File: src/rtl/qpi_target_core_pkg.sv
// Shared definitions for the QPI memory target: FSM state encoding, default
// opcodes and per-phase nibble counts.
package qpi_target_core_pkg;

   typedef enum logic [2:0] {
      ST_IDLE,
      ST_CMD,
      ST_ADDR,
      ST_DUMMY,
      ST_RDATA,
      ST_WDATA,
      ST_IGNORE
   } qpi_state_t;

   localparam logic [7:0] CMD_READ_DEF  = 8'hEB;
   localparam logic [7:0] CMD_WRITE_DEF = 8'h38;

   // Index of the final nibble in the opcode and address phases.
   localparam logic [2:0] CMD_LAST  = 3'd1;
   localparam logic [2:0] ADDR_LAST = 3'd5;

endpackage

File: src/rtl/qpi_target_core_sync.sv
// Brings pad-level qpi_clk, qpi_cs_n and qpi_io_i into the system clock domain
// and flags the edges of qpi_clk and the falling edge of qpi_cs_n.
module qpi_target_core_sync
   import qpi_target_core_pkg::*;
#(
   parameter int SYNC_STAGES = 2
) (
   input  logic       clk,
   input  logic       rst,
   input  logic       qpi_clk,
   input  logic       qpi_cs_n,
   input  logic [3:0] qpi_io_i,
   output logic       sclk_rise,
   output logic       sclk_fall,
   output logic       cs_n_sync,
   output logic       cs_n_fall,
   output logic [3:0] io_sync
);

   logic [SYNC_STAGES-1:0] clk_sr;
   logic [SYNC_STAGES-1:0] cs_sr;
   logic [3:0]             io_sr [SYNC_STAGES];
   logic                   clk_d;
   logic                   cs_d;

   // chip select resets high so the core never sees a spurious select at startup
   always_ff @(posedge clk) begin
      if (rst) begin
         clk_sr <= '0;
         cs_sr  <= '1;
         for (int i = 0; i < SYNC_STAGES; i++) io_sr[i] <= 4'h0;
         clk_d  <= 1'b0;
         cs_d   <= 1'b1;
      end else begin
         clk_sr <= {clk_sr[SYNC_STAGES-2:0], qpi_clk};
         cs_sr  <= {cs_sr[SYNC_STAGES-2:0], qpi_cs_n};
         io_sr[0] <= qpi_io_i;
         for (int i = 1; i < SYNC_STAGES; i++) io_sr[i] <= io_sr[i-1];
         clk_d  <= clk_sr[SYNC_STAGES-1];
         cs_d   <= cs_sr[SYNC_STAGES-1];
      end
   end

   assign sclk_rise = clk_sr[SYNC_STAGES-1] & ~clk_d;
   assign sclk_fall = ~clk_sr[SYNC_STAGES-1] & clk_d;
   assign cs_n_sync = cs_sr[SYNC_STAGES-1];
   assign cs_n_fall = ~cs_sr[SYNC_STAGES-1] & cs_d;
   assign io_sync   = io_sr[SYNC_STAGES-1];

endmodule

File: src/rtl/qpi_target_core.sv
// QPI memory target: decodes quad read/write commands from an oversampled QPI
// link and drives a byte-wide synchronous memory, returning read data on io.
module qpi_target_core
   import qpi_target_core_pkg::*;
#(
   parameter int         SYNC_STAGES  = 2,
   parameter int         DUMMY_CYCLES = 6,
   parameter logic [7:0] CMD_READ     = CMD_READ_DEF,
   parameter logic [7:0] CMD_WRITE    = CMD_WRITE_DEF
) (
   input  logic        clk,
   input  logic        rst,
   input  logic        qpi_clk,
   input  logic        qpi_cs_n,
   input  logic [3:0]  qpi_io_i,
   output logic [3:0]  qpi_io_o,
   output logic [3:0]  qpi_io_oe,
   output logic [23:0] mi_addr,
   output logic [7:0]  mi_wdata,
   output logic        mi_we,
   output logic        mi_re,
   input  logic [7:0]  mi_rdata
);

   localparam logic [7:0] DUMMY_LAST = 8'(DUMMY_CYCLES - 1);

   logic        sclk_rise;
   logic        sclk_fall;
   logic        cs_n_sync;
   logic        cs_n_fall;
   logic [3:0]  io_sync;

   qpi_state_t  state;
   qpi_state_t  next_state;
   logic [2:0]  nib_cnt;
   logic [7:0]  dummy_cnt;
   logic [3:0]  cmd_hi;
   logic [7:0]  cmd_byte;
   logic        is_read;
   logic [19:0] addr_sr;
   logic [23:0] addr_full;
   logic [23:0] addr_reg;
   logic [3:0]  wr_hi;
   logic [7:0]  prefetch;
   logic [3:0]  low_hold;
   logic        load_hi;
   logic        rd_valid;

   qpi_target_core_sync #(
      .SYNC_STAGES (SYNC_STAGES)
   ) u_sync (
      .clk       (clk),
      .rst       (rst),
      .qpi_clk   (qpi_clk),
      .qpi_cs_n  (qpi_cs_n),
      .qpi_io_i  (qpi_io_i),
      .sclk_rise (sclk_rise),
      .sclk_fall (sclk_fall),
      .cs_n_sync (cs_n_sync),
      .cs_n_fall (cs_n_fall),
      .io_sync   (io_sync)
   );

   assign cmd_byte  = {cmd_hi, io_sync};
   assign addr_full = {addr_sr, io_sync};

   always_ff @(posedge clk) begin
      if (rst) state <= ST_IDLE;
      else     state <= next_state;
   end

   // deselect wins over every phase transition
   always_comb begin
      next_state = state;
      if (cs_n_sync) begin
         next_state = ST_IDLE;
      end else begin
         case (state)
            ST_IDLE:
               if (cs_n_fall) next_state = ST_CMD;
            ST_CMD:
               if (sclk_rise && nib_cnt == CMD_LAST)
                  next_state = (cmd_byte == CMD_READ || cmd_byte == CMD_WRITE) ? ST_ADDR : ST_IGNORE;
            ST_ADDR:
               if (sclk_rise && nib_cnt == ADDR_LAST)
                  next_state = is_read ? ST_DUMMY : ST_WDATA;
            ST_DUMMY:
               if (sclk_rise && dummy_cnt == DUMMY_LAST) next_state = ST_RDATA;
            default: ;
         endcase
      end
   end

   always_ff @(posedge clk) begin
      if (rst) begin
         qpi_io_o  <= 4'h0;
         qpi_io_oe <= 4'h0;
         mi_addr   <= 24'h0;
         mi_wdata  <= 8'h0;
         mi_we     <= 1'b0;
         mi_re     <= 1'b0;
         nib_cnt   <= 3'd0;
         dummy_cnt <= 8'd0;
         cmd_hi    <= 4'h0;
         is_read   <= 1'b0;
         addr_sr   <= 20'h0;
         addr_reg  <= 24'h0;
         wr_hi     <= 4'h0;
         prefetch  <= 8'h0;
         low_hold  <= 4'h0;
         load_hi   <= 1'b0;
         rd_valid  <= 1'b0;
      end else begin
         mi_we    <= 1'b0;
         mi_re    <= 1'b0;
         rd_valid <= mi_re;
         if (rd_valid) prefetch <= mi_rdata;

         if (cs_n_sync) begin
            qpi_io_oe <= 4'h0;
            nib_cnt   <= 3'd0;
            dummy_cnt <= 8'd0;
            load_hi   <= 1'b0;
         end else begin
            case (state)
               ST_IDLE:
                  if (cs_n_fall) begin
                     nib_cnt   <= 3'd0;
                     dummy_cnt <= 8'd0;
                  end
               ST_CMD:
                  if (sclk_rise) begin
                     cmd_hi  <= io_sync;
                     nib_cnt <= nib_cnt + 3'd1;
                     if (nib_cnt == CMD_LAST) begin
                        is_read <= (cmd_byte == CMD_READ);
                        nib_cnt <= 3'd0;
                     end
                  end
               // the first read byte is fetched as soon as the address is complete
               ST_ADDR:
                  if (sclk_rise) begin
                     addr_sr <= addr_full[19:0];
                     nib_cnt <= nib_cnt + 3'd1;
                     if (nib_cnt == ADDR_LAST) begin
                        nib_cnt  <= 3'd0;
                        addr_reg <= addr_full;
                        if (is_read) begin
                           mi_re   <= 1'b1;
                           mi_addr <= addr_full;
                        end
                     end
                  end
               ST_DUMMY:
                  if (sclk_rise) begin
                     dummy_cnt <= dummy_cnt + 8'd1;
                     if (dummy_cnt == DUMMY_LAST) load_hi <= 1'b1;
                  end
               // the low nibble is parked so the prefetch can be refilled for the next byte
               ST_RDATA:
                  if (sclk_fall) begin
                     if (load_hi) begin
                        qpi_io_oe <= 4'hF;
                        qpi_io_o  <= prefetch[7:4];
                        low_hold  <= prefetch[3:0];
                        load_hi   <= 1'b0;
                        addr_reg  <= addr_reg + 24'd1;
                        mi_addr   <= addr_reg + 24'd1;
                        mi_re     <= 1'b1;
                     end else begin
                        qpi_io_o  <= low_hold;
                        load_hi   <= 1'b1;
                     end
                  end
               ST_WDATA:
                  if (sclk_rise) begin
                     if (!nib_cnt[0]) begin
                        wr_hi   <= io_sync;
                        nib_cnt <= 3'd1;
                     end else begin
                        mi_wdata <= {wr_hi, io_sync};
                        mi_addr  <= addr_reg;
                        mi_we    <= 1'b1;
                        addr_reg <= addr_reg + 24'd1;
                        nib_cnt  <= 3'd0;
                     end
                  end
               default: ;
            endcase
         end
      end
   end

endmodule

File: config.mk
export PLATFORM = sky130hd
export DESIGN_NAME = qpi_target_core
export DESIGN_NICKNAME = d
export VERILOG_FILES = /design/src/rtl/qpi_target_core_pkg.sv /design/src/rtl/qpi_target_core_sync.sv /design/src/rtl/qpi_target_core.sv
export SDC_FILE = /design/constraint.sdc
export NUM_CORES = 1
export LEC_CHECK = 0
export CORE_MARGIN = 5
export CORE_UTILIZATION = 30
export DETAILED_ROUTE_END_ITERATION = 8
export DONT_BUFFER_PORTS = 1
export PLACE_DENSITY_LB_ADDON = 0.25
export SKIP_LAST_GASP = 1
export SLEW_MARGIN = 10
export SYNTH_ARGS = -nofsm -noshare
export SYNTH_HDL_FRONTEND = slang
export SYNTH_SLANG_ARGS = --single-unit
File: constraint.sdc
create_clock -name clk -period 2.7 [get_ports clk]
set_input_delay 0.675 -clock clk [delete_from_list [all_inputs] [get_ports clk]]
set_output_delay 0.675 -clock clk [all_outputs]
set_load 0.02 [all_outputs]
== Word-level counts from Yosys, hierarchy flattened ==
Memory sizes are Yosys's and may differ from the RTL's.
Index checks and enable logic that the tools add are counted.

* Bits in registers: 126
* Memory bits (writable): 8
* Output and inout bits: 42
* Word-level logic and storage cells: 136
* Memories: 1

* Add/sub/neg operators: 3
* Eq/ne operators: 24
* Muxes and demuxes: 49
* Bitwise logic cells: 11
* Reduce and logical (&&, ||, !) cells: 26

{| class="wikitable"
|+ Memories
! memory !! depth !! width !! rd ports !! clocked after memory_dff !! wr ports !! line !! RTL
|-
| u_sync.io_sr || 2 || 4 || 2 || 0 || 2 || qpi_target_core_sync.sv:22 || <nowiki>logic [3:0] io_sr [SYNC_STAGES];</nowiki>
|}

{| class="wikitable"
|+ Operators with widths
! operator !! count
|-
| $mux W24 || 11
|-
| $pmux W24 S3 || 2
|-
| $mux W3 || 12
|-
| $ne A2 B2 Y1 const B || 14
|-
| $add A24 B1 Y24 const B || 1
|-
| $pmux W3 S4 || 2
|-
| $reduce_and A4 Y1 || 5
|-
| $mux W8 || 2
|-
| $pmux W8 S2 || 1
|-
| $reduce_and A3 Y1 || 5
|-
| $mux W1 || 14
|-
| $mux W4 || 3
|-
| $reduce_and A5 Y1 || 2
|-
| $eq A3 B3 Y1 const B || 3
|-
| $reduce_and A9 Y1 || 1
|-
| $add A8 B1 Y8 const B || 1
|-
| $eq A8 B3 Y1 const B || 1
|-
| $eq A8 B6 Y1 const B || 1
|-
| $eq A8 B8 Y1 const B || 1
|-
| $reduce_and A8 Y1 || 1
|-
| $reduce_bool A4 Y1 || 2
|-
| $eq A3 B1 Y1 const B || 2
|-
| $eq A3 B2 Y1 const B || 2
|-
| $not A1 Y1 || 6
|-
| 11 further kinds || 18
|}

== Longest topological paths before layout ==
Gate-level depths: netlist of run 1.
An unclocked memory read counts as a cell.

* Depth after elaboration: 6
* Gate-level depth with buffers: 8
* Gate-level depth less buffers: 7

== By module ==
Synthesis of run 1 repeated with hierarchy kept, for this count alone.

* Cells, all modules: 821
* Area total of the unflattened synthesis: 6,602.6 µm²

{| class="wikitable"
|+ By module, submodules not included
! module !! times used !! cells each !! area each (µm²) !! seq. area each (µm²)
|-
| qpi_target_core || 1 || 785 || 6,170.9 || 2,402.3
|-
| qpi_target_core_sync || 1 || 36 || 431.7 || 280.3
|}

== Worst setup path before layout of run 1 ==
OpenSTA, ideal clock, no wires.

* Path type: register to register
* From: register addr_reg[1]
* To: register mi_addr[22]
* Setup time: 122 ps
* Arrival time: 1,818 ps
* Required time: 2,578 ps
* Setup slack: 760 ps
* Stages on the path, launching flop included: 7
* Buffers on the path: 0
* Cell sequence: dfxtp_1 > ha_1 > nand3_1 > or3_1 > nor4_1 > xor2_1 > a221o_1

* Cells in the longest elaborated chain, start to end: 4

{| class="wikitable"
|+ RTL lines
! element !! line !! RTL
|-
| start, declared || qpi_target_core.sv:42 || <nowiki>logic [23:0] addr_reg;</nowiki>
|-
| start signal, assigned || qpi_target_core.sv:147 || <nowiki>addr_reg <= addr_full;</nowiki>
|-
| start signal, assigned || qpi_target_core.sv:167 || <nowiki>addr_reg <= addr_reg + 24'd1;</nowiki>
|-
| start signal, assigned || qpi_target_core.sv:184 || <nowiki>addr_reg <= addr_reg + 24'd1;</nowiki>
|-
| $add A24 B1 Y24 || qpi_target_core.sv:168 || <nowiki>mi_addr <= addr_reg + 24'd1;</nowiki>
|-
| $mux W24 || qpi_target_core.sv:162 || <nowiki>if (load_hi) begin</nowiki>
|-
| $mux W24 || qpi_target_core.sv:161 || <nowiki>if (sclk_fall) begin</nowiki>
|-
| $pmux W24 S3 || qpi_target_core.sv:125 || <nowiki>case (state)</nowiki>
|-
| end signal, assigned || qpi_target_core.sv:150 || <nowiki>mi_addr <= addr_full;</nowiki>
|-
| end signal, assigned || qpi_target_core.sv:168 ||
|-
| end signal, assigned || qpi_target_core.sv:182 || <nowiki>mi_addr <= addr_reg;</nowiki>
|-
| end, declared || qpi_target_core.sv:18 || <nowiki>output logic [23:0] mi_addr,</nowiki>
|}

Every way passes these cells. The select of a mux whose other input is x is not followed.
A chain may end at the register's enable or synchronous reset.

== Worst setup path after layout of run 1 ==
* From: register addr_reg[4]
* To: register mi_addr[19]

The elaborated chain is that of the path after synthesis.

==> results of run 1 <==
==> worst max-delay path, delay by kind of cell (launching register included) <==
| kind | cells | cell delay [ps] |
|---|---|---|
| AND/OR/NAND/NOR | 2 | 1020 |
| AO/OA/AOI/OAI | 3 | 560 |
| flip-flops | 1 | 550 |
==> through the flow <==
step	utilization [%]	power (mW)	hold WS (ps)	setup slack, ps
floorplan	-	2.09	389	760
global placement	31.5	2.07	404	520
detailed placement	31.5	2.07	396	516
CTS	34.2	4.45	305	498
global route	34.2	4.53	296	325
finish	34.2	4.38	319	487
==> final timing paths <==
| check | start | endpoint | slack [ps] | cells past startpoint |
|---|---|---|---|---|
| max | addr_reg[4] | mi_addr[19] | 490 | 5 |
| min | rst | u_sync.clk_sr[1] | 320 | 1 |
| max reg2reg | addr_reg[4] | mi_addr[19] | 490 | 5 |
| min reg2reg | u_sync.cs_sr[0] | u_sync.cs_sr[1] | 410 | 1 |
==> synthesized netlist by cell type, types with 4 or more instances <==
master	count
dfxtp_1	134
nor2_1	101
nand2_1	57
mux2i_1	56
a21oi_1	55
clkbuf_1	44
o21ai_0	27
buf_2	23
nor3_1	21
nor2b_1	19
xnor2_1	18
nor4_1	17
nand3_1	16
a211o_1	14
nand2b_1	14
nand3b_1	13
nand4_1	13
xor2_1	10
a31oi_1	9
nor3b_1	8
a211oi_1	6
inv_1	6
and2_1	5
nand4b_1	5
o21a_1	5
o31ai_1	5
a31o_2	4
and3_1	4
and4_1	4
buf_4	4
or3_1	4
==> placed cells by master (no fill, tap or decap), types with 14 or more instances in the layout <==
cell	Yosys	final
buf_4	4	22
nand3_1	16	16
nor4_1	17	17
nor2_1	101	101
xnor2_1	18	18
a211o_1	14	14
a21oi_1	55	55
clkbuf_16	0	17
o21ai_0	27	27
nand2_1	57	57
dfxtp_1	134	134
mux2i_1	56	56
nor3_1	21	21
nor2b_1	19	18
==> layout make-up <==
| type | count | area, µm² | area share [%] |
|---|---|---|---|
| Sequential cell | 134 | 2680 | 35.9 |
| Inverter | 7 | 26.3 | 0.352 |
| Multi-Input combinational cell | 567 | 3630 | 48.6 |
| Timing Repair Buffer | 23 | 185 | 2.48 |
| Clock inverter | 10 | 120 | 1.61 |
| Clock buffer | 22 | 474 | 6.35 |
| Tap cell | 280 | 350 | 4.69 |
==> where the power goes <==
group / switching, mW / leakage, nW / internal [mW]
combinational: 0.0152 / 1.20 / 0.0168
sequential: 0.0116 / 1.08 / 1.99
clock: 0.910 / 0.287 / 1.44
total: 0.937 / 2.57 / 3.44
==> logic make-up after synthesis <==
logic type	synth area share (%)
AND/OR/NAND/NOR	25.2
AO/OA/AOI/OAI	16.6
flip-flops	40.3
buffers and inverters	5.23
multiplexers	8.42
XOR/XNOR	3.69
adder cells (fa/ha/maj)	0.564
==> routing by layer <==
layer	up-vias	GRT usage [%]
li1	2731	-
met1	2530	19.2
met2	110	20.0
met3	12	4.12
met4	0	3.76
met5	-	0
==> flow_metrics.tcl, run 1 <==
set metrics [dict create \
    stdcell_count 1043 \
    start_util_pct 30.5 \
    setup.worst_path.start_class "flop" \
    holdCritPathClass "in -> reg" \
    grt_pass1_wl_mm 28.4 \
    worstPathCellList "nand4_4 -> or4_1 -> o31ai_4 -> o41ai_2 -> o41ai_2" \
    synth_area_leaders "dfxtp_1 40%, mux2i_1 8.4%, nor2_1 5.7%" \
    io_buffers 0 \
    syn_nets 801 \
    layout-drive-gt1-share_pct 10.4 \
    timing.final.hold_violations 0 \
    root_buffer "clkbuf_16" \
    wl_met1_mm 8.88 \
    synth_cell_types 73 \
    wire_per_inst_um 16.6 \
    grt_overflow 0 \
    postCtsHoldBufs 0 \
    h-tree-depth 4 \
    path_common_cell "o41ai_2" \
    viasPerCell 5.16 \
    gp_congestion 0.767 \
    maxCapViolations 0 \
    status "finished clean" \
    wl_met2_mm 7.43 \
    dr.pass1.iters 4 \
    yosysSeqAreaShare_pct 40.3 \
    insertion_delay_ps 420 \
    worst_pin_slew_ps 879 \
    ys_warn_count 0 \
    die_h_um 159 \
    clk_pin_slew_worst_paths_ps 60 \
    syn_inst 782 \
    critPathMaxStageDelay_ps 790 \
    cts_setup_buffers 0 \
    drc_errors 0 \
    syn_area_um2 6650 \
    post_dp_cell_area_um2 6880 \
    nNetsFinal 769 \
    io_pins 58 \
    ant_nets 0 \
    rsz0062_at_grt "no" \
    period_share_pct 82.0 \
    setup_viol 0 \
    powerDensity_nw_per_um2 586 \
    cp_max_fo 10 \
    min_period_ps 2210 \
    slew_headroom_pct 41.3 \
    dr_wl_met3_um 848 \
    core_area_um2 21800 \
    setup-tns-final_ps 0 \
    cp.arrival_ps 2540 \
    synth.largest_area_cell "dfxtp_1" \
    postSynthRegisterBits 134 \
    final_area_um2 7470 \
    area_growth_pct 12.3 \
    clkSinkCount 134 \
    grtUsageTotal_pct 13.6 \
    cts_tree "done" \
    fmax_mhz 452 \
    worstSetupPathType "reg -> reg" \
    report.final.slew_viol_count 0 \
    fp.dieW_um 159 \
    cts_made_buffers 17 \
    rows 54 \
    vias 5383 \
    drt-total-wl_mm 17.3 \
    antenna_found_initial 0 \
    nFillCells 2256 \
    dieArea_um2 25300 \
    slowest_stage "or4_1" \
    yosysTopAreaCellShare_pct 40.3 \
    p_leak_nw 2.57 \
    drt_iter0_markers 340 \
    peakVddDrop_uv 347 \
    grt_max_degree 129 \
    synth_edf_count 0 \
    synthArstFlopShare_pct 0 \
    grt_pass1_vias 5205 \
    skew_ps 7.23 \
    syn_area_per_cell_um2 8.51 \
    top_layer_used "met4" \
    ys.flop_type "dfxtp_1" \
    hpwl_mm 11.3 \
    critPathRequiredTime_ps 3030 \
    placed_cells 1011 \
    endpoint_kind "flop" \
    n_antenna_cell 0 \
    cts_resized 0 \
    clock_path_buffers 2 \
]
No activity file was read; power rests on OpenSTA's default activity.
==> run 2: changes to the inputs <==
- clock period: 2.7 -> 1.9 ns (I/O delays scaled with it)
==> run 2 against run 1 <==
Effect of this change:
- non-clock buffer count grew 65
- die area is the same
- register-to-register slack lost 460 ps
- setup slack lost 460 ps
- global-route usage grew 0.68 points
- total power grew 41%
- largest power group unchanged
- clock skew grew 8.3 ps
- final cell count grew 6.1%
- highest routed layer unchanged
- worst hold slack lost 190 ps
==> flow_metrics.tcl, run 2 (synthesis gave the netlist of run 1 again) <==
set metrics [dict create \
    status "finished clean" \
    rows 54 \
    n_antenna_cell 0 \
    worst_pin_slew_ps 485 \
    crit_family "compound AO/OA/AOI/OAI gates" \
    grtUsageTotal_pct 14.2 \
    fin_ws_ps 26.3 \
    cts_made_buffers 17 \
    worstPathCellList "or3b_4 -> a31oi_4 -> buf_6 -> o211a_4 -> buf_12 -> nand2_4 -> a31o_4" \
    period_share_pct 98.6 \
    holdCritPathClass "in -> reg" \
    critPathLaunch "u_sync.clk_sr[1]" \
    r2r_slack_ps 30 \
    worstSetupPathType "reg -> reg" \
    clk_pin_slew_worst_paths_ps 60 \
    maxCapViolations 0 \
    root_buffer "clkbuf_16" \
    antenna_found_initial 0 \
    layout_commonest_cell "dfxtp_1" \
    nNetsFinal 834 \
    dr.pass1.iters 5 \
    powerDensity_nw_per_um2 745 \
    critPathMaxStageDelay_ps 420 \
    final_area_um2 8280 \
    place_ws_ps -30.5 \
    drt_iter0_markers 342 \
    drt-total-wl_mm 18.2 \
    postCtsHoldBufs 0 \
    cp_num_cells 7 \
    setup_viol 0 \
    layout-drive-gt1-share_pct 22.1 \
    area_growth_pct 24.4 \
    slowest_stage "or3b_4" \
    hpwl_mm 12.1 \
    peakVddDrop_uv 461 \
    wire_per_inst_um 16.5 \
    post_dp_cell_area_um2 7430 \
    final_cell_mix "123 x dfxtp_1, 100 x nor2_1, 73 x buf_4" \
    whs_ps 126 \
    grt_overflow 0 \
    io_buffers 0 \
    endpoint_kind "flop" \
    setup.worst_path.start_class "flop" \
    io_pins 58 \
    core_area_um2 21800 \
    drc_errors 0 \
    crit_path_end "addr_reg[8]" \
    clock_path_buffers 2 \
    gp_congestion 0.783 \
    final_core_util_pct 37.9 \
    timing.final.hold_violations 0 \
    cp_max_fo 6 \
    fp.dieW_um 159 \
    die_h_um 159 \
    dieArea_um2 25300 \
    fmax_mhz 534 \
    rsz0062_at_grt "yes" \
    grt_pass1_vias 5360 \
    grt_pass1_wl_mm 29.8 \
    rr_worst_depth 7 \
    skew_ps 15.5 \
    critPathRequiredTime_ps 2220 \
    h-tree-depth 4 \
    start_util_pct 30.5 \
    clkSinkCount 134 \
    grt_max_degree 129 \
    slew_headroom_pct 67.6 \
    report.final.slew_viol_count 0 \
    path_buf_inv 2 \
    nFillCells 2216 \
    timing.rr.start "u_sync.clk_sr[1]" \
    insertion_delay_ps 430 \
    ant_nets 0 \
    cp.arrival_ps 2190 \
    p_leak_nw 2.97 \
    min_period_ps 1870 \
    cts_tree "done" \
    reg2reg_to "addr_reg[8]" \
    vias 5711 \
    viasPerCell 5.16 \
]
## run 2: how the worst min path moves through the flow
stage,start,endpoint,slack [ps],cells after the start
floorplan,u_sync.cs_sr[0],u_sync.cs_sr[1],390,1
global placement,u_sync.cs_sr[0],u_sync.cs_sr[1],400,1
detailed placement,u_sync.cs_sr[0],u_sync.cs_sr[1],390,1
CTS,rst,mi_we,110,1
global route,rst,mi_wdata[4],110,1
finish,rst,mi_wdata[4],130,1
## run 2: stage by stage
stage / setup TNS, ps / instances / total power [mW]
after global placement: 0 / 1073 / 2.96
after floorplan: 0 / 782 / 2.97
final: 0 / 1107 / 6.17
after detailed placement: -117 / 1073 / 2.96
after CTS: 0 / 1104 / 6.26
after global routing: -368 / 1107 / 6.40
## run 2: routing by layer
layer / up-vias / track usage (%) / part of all wire [%]
met2: 149 / 21.0 / 43
li1: 2859 / - / -
met5: - / 0 / 0
met1: 2690 / 20.6 / 50
met3: 13 / 3.73 / 5.6
met4: 0 / 3.68 / 1.1
## run 2: where the power goes
part	total, mW	leakage, nW	switching, mW	internal (mW)
clock	3.27	0.281	1.28	1.99
sequential	2.83	1.09	0.0132	2.82
combinational	0.0660	1.60	0.0299	0.0361
total	6.17	2.97	1.32	4.85
## run 2: repair_timing
item                                    4_1_cts  5_1_grt
gates resized for setup                       3       54
pin swaps                                     0       14
endpoints found under the setup margin       11       34
cloned                                        0        2
setup buffers                                 0        1
## run 2: cell type report
| cell class | count | area [µm²] | share of cell area [%] |
|---|---|---|---|
| multi-input combinational | 567 | 3810 | 46.0 |
| sequential | 134 | 2700 | 32.6 |
| timing repair buffer | 88 | 810 | 9.78 |
| clock buffer | 19 | 453 | 5.47 |
| tap | 280 | 350 | 4.23 |
| clock inverter | 12 | 129 | 1.56 |
| inverter | 7 | 26.3 | 0.318 |
